## src/rtl/pc_stack_ctrl.sv

```systemverilog
// rtl/pc_stack_ctrl.sv - program counter sequencer with call/return through an external stack
//
// Ports:
//   clk, rst            clock; asynchronous active-low reset
//   advance, call, ret  step / subroutine call / subroutine return requests (IDLE only)
//   tgt                 call target address, sampled with call
//   stk_full, stk_empty external stack status, sampled in IDLE with a request
//   stk_dout            stack read data, valid the cycle after the pop strobe
//   stk_en, stk_rw      one-cycle stack strobe; rw 0 = push, 1 = pop
//   stk_din             stack write data (return address)
//   pc                  current program counter
//   busy                high outside IDLE
//   err_ovf, err_unf    sticky rejected-call / rejected-return flags

module pc_stack_ctrl #(
    parameter int AW = 4
) (
    input  logic          clk,
    input  logic          rst,
    input  logic          advance,
    input  logic          call,
    input  logic          ret,
    input  logic [AW-1:0] tgt,
    input  logic          stk_full,
    input  logic          stk_empty,
    input  logic [AW-1:0] stk_dout,
    output logic          stk_en,
    output logic          stk_rw,
    output logic [AW-1:0] stk_din,
    output logic [AW-1:0] pc,
    output logic          busy,
    output logic          err_ovf,
    output logic          err_unf
);

    typedef enum logic [1:0] {
        IDLE = 2'd0,
        PUSH = 2'd1,
        POP  = 2'd2,
        LOAD = 2'd3
    } state_t;

    state_t        state;
    state_t        state_nxt;
    logic [AW-1:0] tgt_q;
    logic          do_call;
    logic          do_ret;
    logic          do_adv;
    logic          rej_call;
    logic          rej_ret;

    // Request arbitration happens only in IDLE; call beats ret beats advance,
    // and losing requests are simply dropped.
    always_comb begin
        state_nxt = state;
        do_call   = 1'b0;
        do_ret    = 1'b0;
        do_adv    = 1'b0;
        rej_call  = 1'b0;
        rej_ret   = 1'b0;
        case (state)
            IDLE: begin
                if (call) begin
                    if (stk_full) begin
                        rej_call = 1'b1;
                    end else begin
                        do_call   = 1'b1;
                        state_nxt = PUSH;
                    end
                end else if (ret) begin
                    if (stk_empty) begin
                        rej_ret = 1'b1;
                    end else begin
                        do_ret    = 1'b1;
                        state_nxt = POP;
                    end
                end else if (advance) begin
                    do_adv = 1'b1;
                end
            end
            PUSH:    state_nxt = IDLE;
            POP:     state_nxt = LOAD;
            LOAD:    state_nxt = IDLE;
            default: state_nxt = IDLE;
        endcase
    end

    always_ff @(posedge clk or negedge rst) begin
        if (!rst) begin
            state <= IDLE;
        end else begin
            state <= state_nxt;
        end
    end

    // The stack strobe is registered on acceptance so it is high for exactly
    // the PUSH or POP cycle; stk_din doubles as the captured return address.
    always_ff @(posedge clk or negedge rst) begin
        if (!rst) begin
            pc      <= '0;
            tgt_q   <= '0;
            stk_en  <= 1'b0;
            stk_rw  <= 1'b0;
            stk_din <= '0;
            err_ovf <= 1'b0;
            err_unf <= 1'b0;
        end else begin
            stk_en <= do_call | do_ret;
            if (do_call) begin
                stk_rw  <= 1'b0;
                stk_din <= pc + AW'(1);
                tgt_q   <= tgt;
            end
            if (do_ret) begin
                stk_rw <= 1'b1;
            end
            if (do_adv) begin
                pc <= pc + AW'(1);
            end else if (state == PUSH) begin
                pc <= tgt_q;
            end else if (state == LOAD) begin
                pc <= stk_dout;
            end
            if (rej_call) begin
                err_ovf <= 1'b1;
            end
            if (rej_ret) begin
                err_unf <= 1'b1;
            end
        end
    end

    assign busy = (state != IDLE);

endmodule

```

## config.mk

```make
export PLATFORM = sky130hd
export DESIGN_NAME = pc_stack_ctrl
export DESIGN_NICKNAME = d
export VERILOG_FILES = /design/src/rtl/pc_stack_ctrl.sv
export SDC_FILE = /design/constraint.sdc
export NUM_CORES = 1
export LEC_CHECK = 0
export CORE_UTILIZATION = 40
export CTS_CLUSTER_SIZE = 28
export DETAILED_ROUTE_END_ITERATION = 8
export DONT_BUFFER_PORTS = 1
export PLACE_DENSITY = 0.58
export SYNTH_ARGS = -nofsm -noshare
export SYNTH_HDL_FRONTEND = slang
export SYNTH_SLANG_ARGS = --single-unit
```

## constraint.sdc

```tcl
create_clock -name clk -period 3.55 [get_ports clk]
set_input_delay 1.065 -clock clk [delete_from_list [all_inputs] [get_ports clk]]
set_output_delay 1.065 -clock clk [all_outputs]
set_load 0.03 [all_outputs]
```

==> run metrics <==
mean number of vias per cell approximately 5.4; Clock Tree Buf Depth 2; # IOs 28; final clock skew about 0.0073 ns; wire per inst roughly 15 µm; worst reg2reg startpoint state[0]; reg-to-reg critical path endpoint stk_din[1]; number of endpoints with negative hold slack in the final report 0; Fin Setup TNS 0 ns; number of H-tree levels 1; initial antenna violation count 0; Hold/Removal Path Class primary input to asynchronous set/reset pin; area growth from synthesis to layout 4.493%; layout cells sized above 1 approximately 15%; Yosys reg bits 18; part of the power in the clock network roughly 15%; Core Area between 2000 and 2500 µm²; worst-case headroom to the max-slew limit 53.41%; fmax around 0.42 GHz; area of the die ~2300 µm²; number of enable flip-flop cells after synthesis 0; total clock buffers created by CTS 3; share of synthesized flip-flops with an asynchronous set or reset between 90% and 100%; Congestion Overflow GR 0; stage delay of the slowest cell on the critical path roughly 0.55 ns; data required time at the worst endpoint between 2 and 2.5 ns; number of inserted diodes 0; Setup crit end kind output pin; type of the worst setup path flop to output pin; clock insertion delay at the later pin of the skew report 0.29 ns; max_cap viols 0; cells along the critical path nor2_2 > inv_1; post-placement cell area slightly below 900 µm²; maximum number of pins on one net before global-route repair 19; Seq/Total Area, Yosys between 50 and 60%; Worst Max-Slew Pin Slew around 0.70 ns; FF-to-FF setup slack approximately 1.7 ns; DR vias roughly 530; Port Buf Inserts 0; CTS tree yes; Root Buffer clkbuf_4; Register-to-Register Path Depth 2; final instance area between 900 and 1000 µm²; Syn Inst Count slightly above 70; Final ANT Viol Nets 0; CP max FO 11; placed wire-length estimate after detailed placement around 1.1 mm; overall fraction of global-route tracks in use between 10% and 20%; Clock Pin Slew Worst Setup and Hold Paths ~0.10 ns; clk sinks 18; RSZ-0062 raised after global routing no; Yosys warning count 0; final worst-path cycle share approximately 68%; Synthesized Nets 88; critical path data arrival time 1.34 ns; ratio of total power to cell area 941.0 nW/µm²; internal power roughly 470 µW; Chip Height 48.46 µm; peak ir drop on the vdd network approximately 0.43 mV; number of buffers inserted by post-CTS setup repair 0; post-cts repair resize count 0; global-route wire length before repair roughly 2.7 mm; vias in the first global route 553; gp weighted congestion between 0.7 and 0.8; Mapped Area 863.3 µm²; slowest cell on the critical path dfrtp_1; starting density of the core between 40% and 50%; final WL 1.533 mm; sequential power share 58.7%; total iterations of the first detailed-routing run 4; cts-stage hold buffer count 0; outcome finished, final reports clean; net switching power 375.5 µW; NumNets Final around 90; floorplan row count 16; Tmin final between 2 and 2.5 ns; launching element type of the critical path flop; switching fraction of total power 44.23%; top flip-flop cell by instance count after synthesis dfrtp_1; static leakage power roughly 0.39 nW; final max-slew violation count 0; die extent in x 48.46 µm; remaining design rule violation count 0; synthesized area per cell 11.99 µm²; final-report setup violation count 0; number of DRC violations after detailed-routing iteration 0 3; relative contribution of combinational cells to total power between 20% and 30%; count of different cell masters after synthesis 26
==> synth_stat cells (2+ instances only) <==
cell     instances  share of area, %
nor2_1           6               2.6
mux2i_1          7               8.1
inv_1            4               1.7
a31o_2           2               2.0
nor2b_1          3               2.2
a21oi_1          6               3.5
dfrtp_1         18                52
o21ai_0          2               1.2
mux2_2           3               3.9
mux2_1           5               6.5
==> metrics by stage <==
| stage | std cells | util [%] | setup slack, ns | power (mW) | hold slack (ns) |
|---|---|---|---|---|---|
| after detailed placement | 95 | 43.25 | 1.346 | 0.7331 | 0.4753 |
| after global routing | 99 | 45.06 | 1.043 | 0.9153 | 0.4189 |
| final | 99 | 45.06 | 1.144 | 0.8489 | 0.4492 |
| after CTS | 99 | 45.06 | 1.144 | 0.8599 | 0.4402 |
| after global placement | 95 | 43.25 | 1.355 | 0.7292 | 0.4646 |
| after floorplan | 72 | - | 1.642 | 0.6930 | 0.4541 |
==> layout by cell type (no fill, tap or decap) <==
| cell type | netlist | layout |
|---|---|---|
| nor3_1 | 1 | 1 |
| a21oi_1 | 6 | 6 |
| ha_1 | 1 | 1 |
| nor2_1 | 6 | 6 |
| nand2b_1 | 1 | 1 |
| a21o_1 | 1 | 1 |
| clkbuf_8 | 0 | 1 |
| nor4b_4 | 1 | 1 |
| nand3_1 | 1 | 1 |
| clkbuf_4 | 1 | 3 |
| dfrtp_1 | 18 | 18 |
| mux2_1 | 5 | 5 |
| mux2i_1 | 7 | 7 |
| nor2_2 | 1 | 1 |
| nor2b_1 | 3 | 3 |
| inv_1 | 4 | 4 |
| a31o_2 | 2 | 2 |
| xnor2_1 | 1 | 1 |
| o21ai_0 | 2 | 2 |
| mux2_2 | 3 | 3 |
| and3_1 | 1 | 1 |
| a41oi_1 | 1 | 1 |
| a211o_1 | 1 | 1 |
| xor2_1 | 1 | 1 |
==> worst max-delay path, delay by kind of cell, from the launching register on <==
kind,cells,cell delay [ns]
buffers and inverters,1,0.21
flip-flops,1,0.55
AND/OR/NAND/NOR,1,0.29
==> metal layers <==
metal / GRT usage, % / share of wire, % / vias to the layer above
met5: 0 / 0 / -
li1: - / - / 250
met1: 19.19 / 45 / 252
met4: 4.412 / 0.78 / 0
met3: 8.491 / 11 / 2
met2: 22.54 / 42 / 28
==> power groups by stage <==
| stage | clock network [mW] | logic [mW] | registers [mW] |
|---|---|---|---|
| finish | 0.125 | 0.226 | 0.498 |
| global route | 0.140 | 0.260 | 0.515 |
| CTS | 0.130 | 0.229 | 0.501 |
| detailed placement | 0 | 0.227 | 0.507 |
| global placement | 0 | 0.225 | 0.504 |
| floorplan | 0 | 0.235 | 0.458 |
==> flip-flops by register name (all words and copies together) (netlist names) <==
register / count
err_unf: 1
pc: 4
stk_din: 4
stk_rw: 1
err_ovf: 1
tgt_q: 4
state: 2
stk_en: 1
==> final cells by class <==
class / instances / area [µm²]
fillers: 199 / 1100
clock buffers: 4 / 36.28
flip-flops and latches: 18 / 450.4
well taps: 27 / 33.78
inverters: 4 / 15.01
multi-input cells: 46 / 366.6
==> logic make-up (layout without fill, tap and decap cells) <==
logic type                 after synthesis  in the layout  synth area share, %
AOI/OAI and AO/OA                       13             13                9.566
and+or+nand+nor                         15             15                10.87
DFF                                     18             18                52.17
adders and majority gates                1              1                1.449
xor gates and xnor gates                 2              2                2.029
muxes                                   15             15                18.55
buffers and inverters                    8              8                5.362
==> how the worst max path moves through the flow <==
stage	slack (ns)	start	end
2_1_floorplan	1.64	stk_full	tgt_q[0]
3_3_place_gp	1.35	stk_full	stk_din[1]
3_5_place_dp	1.35	stk_full	stk_din[1]
4_1_cts	1.14	state[0]	busy
5_1_grt	1.04	state[0]	busy
6_report	1.14	state[0]	busy
(Power assumes the default switching activity.)
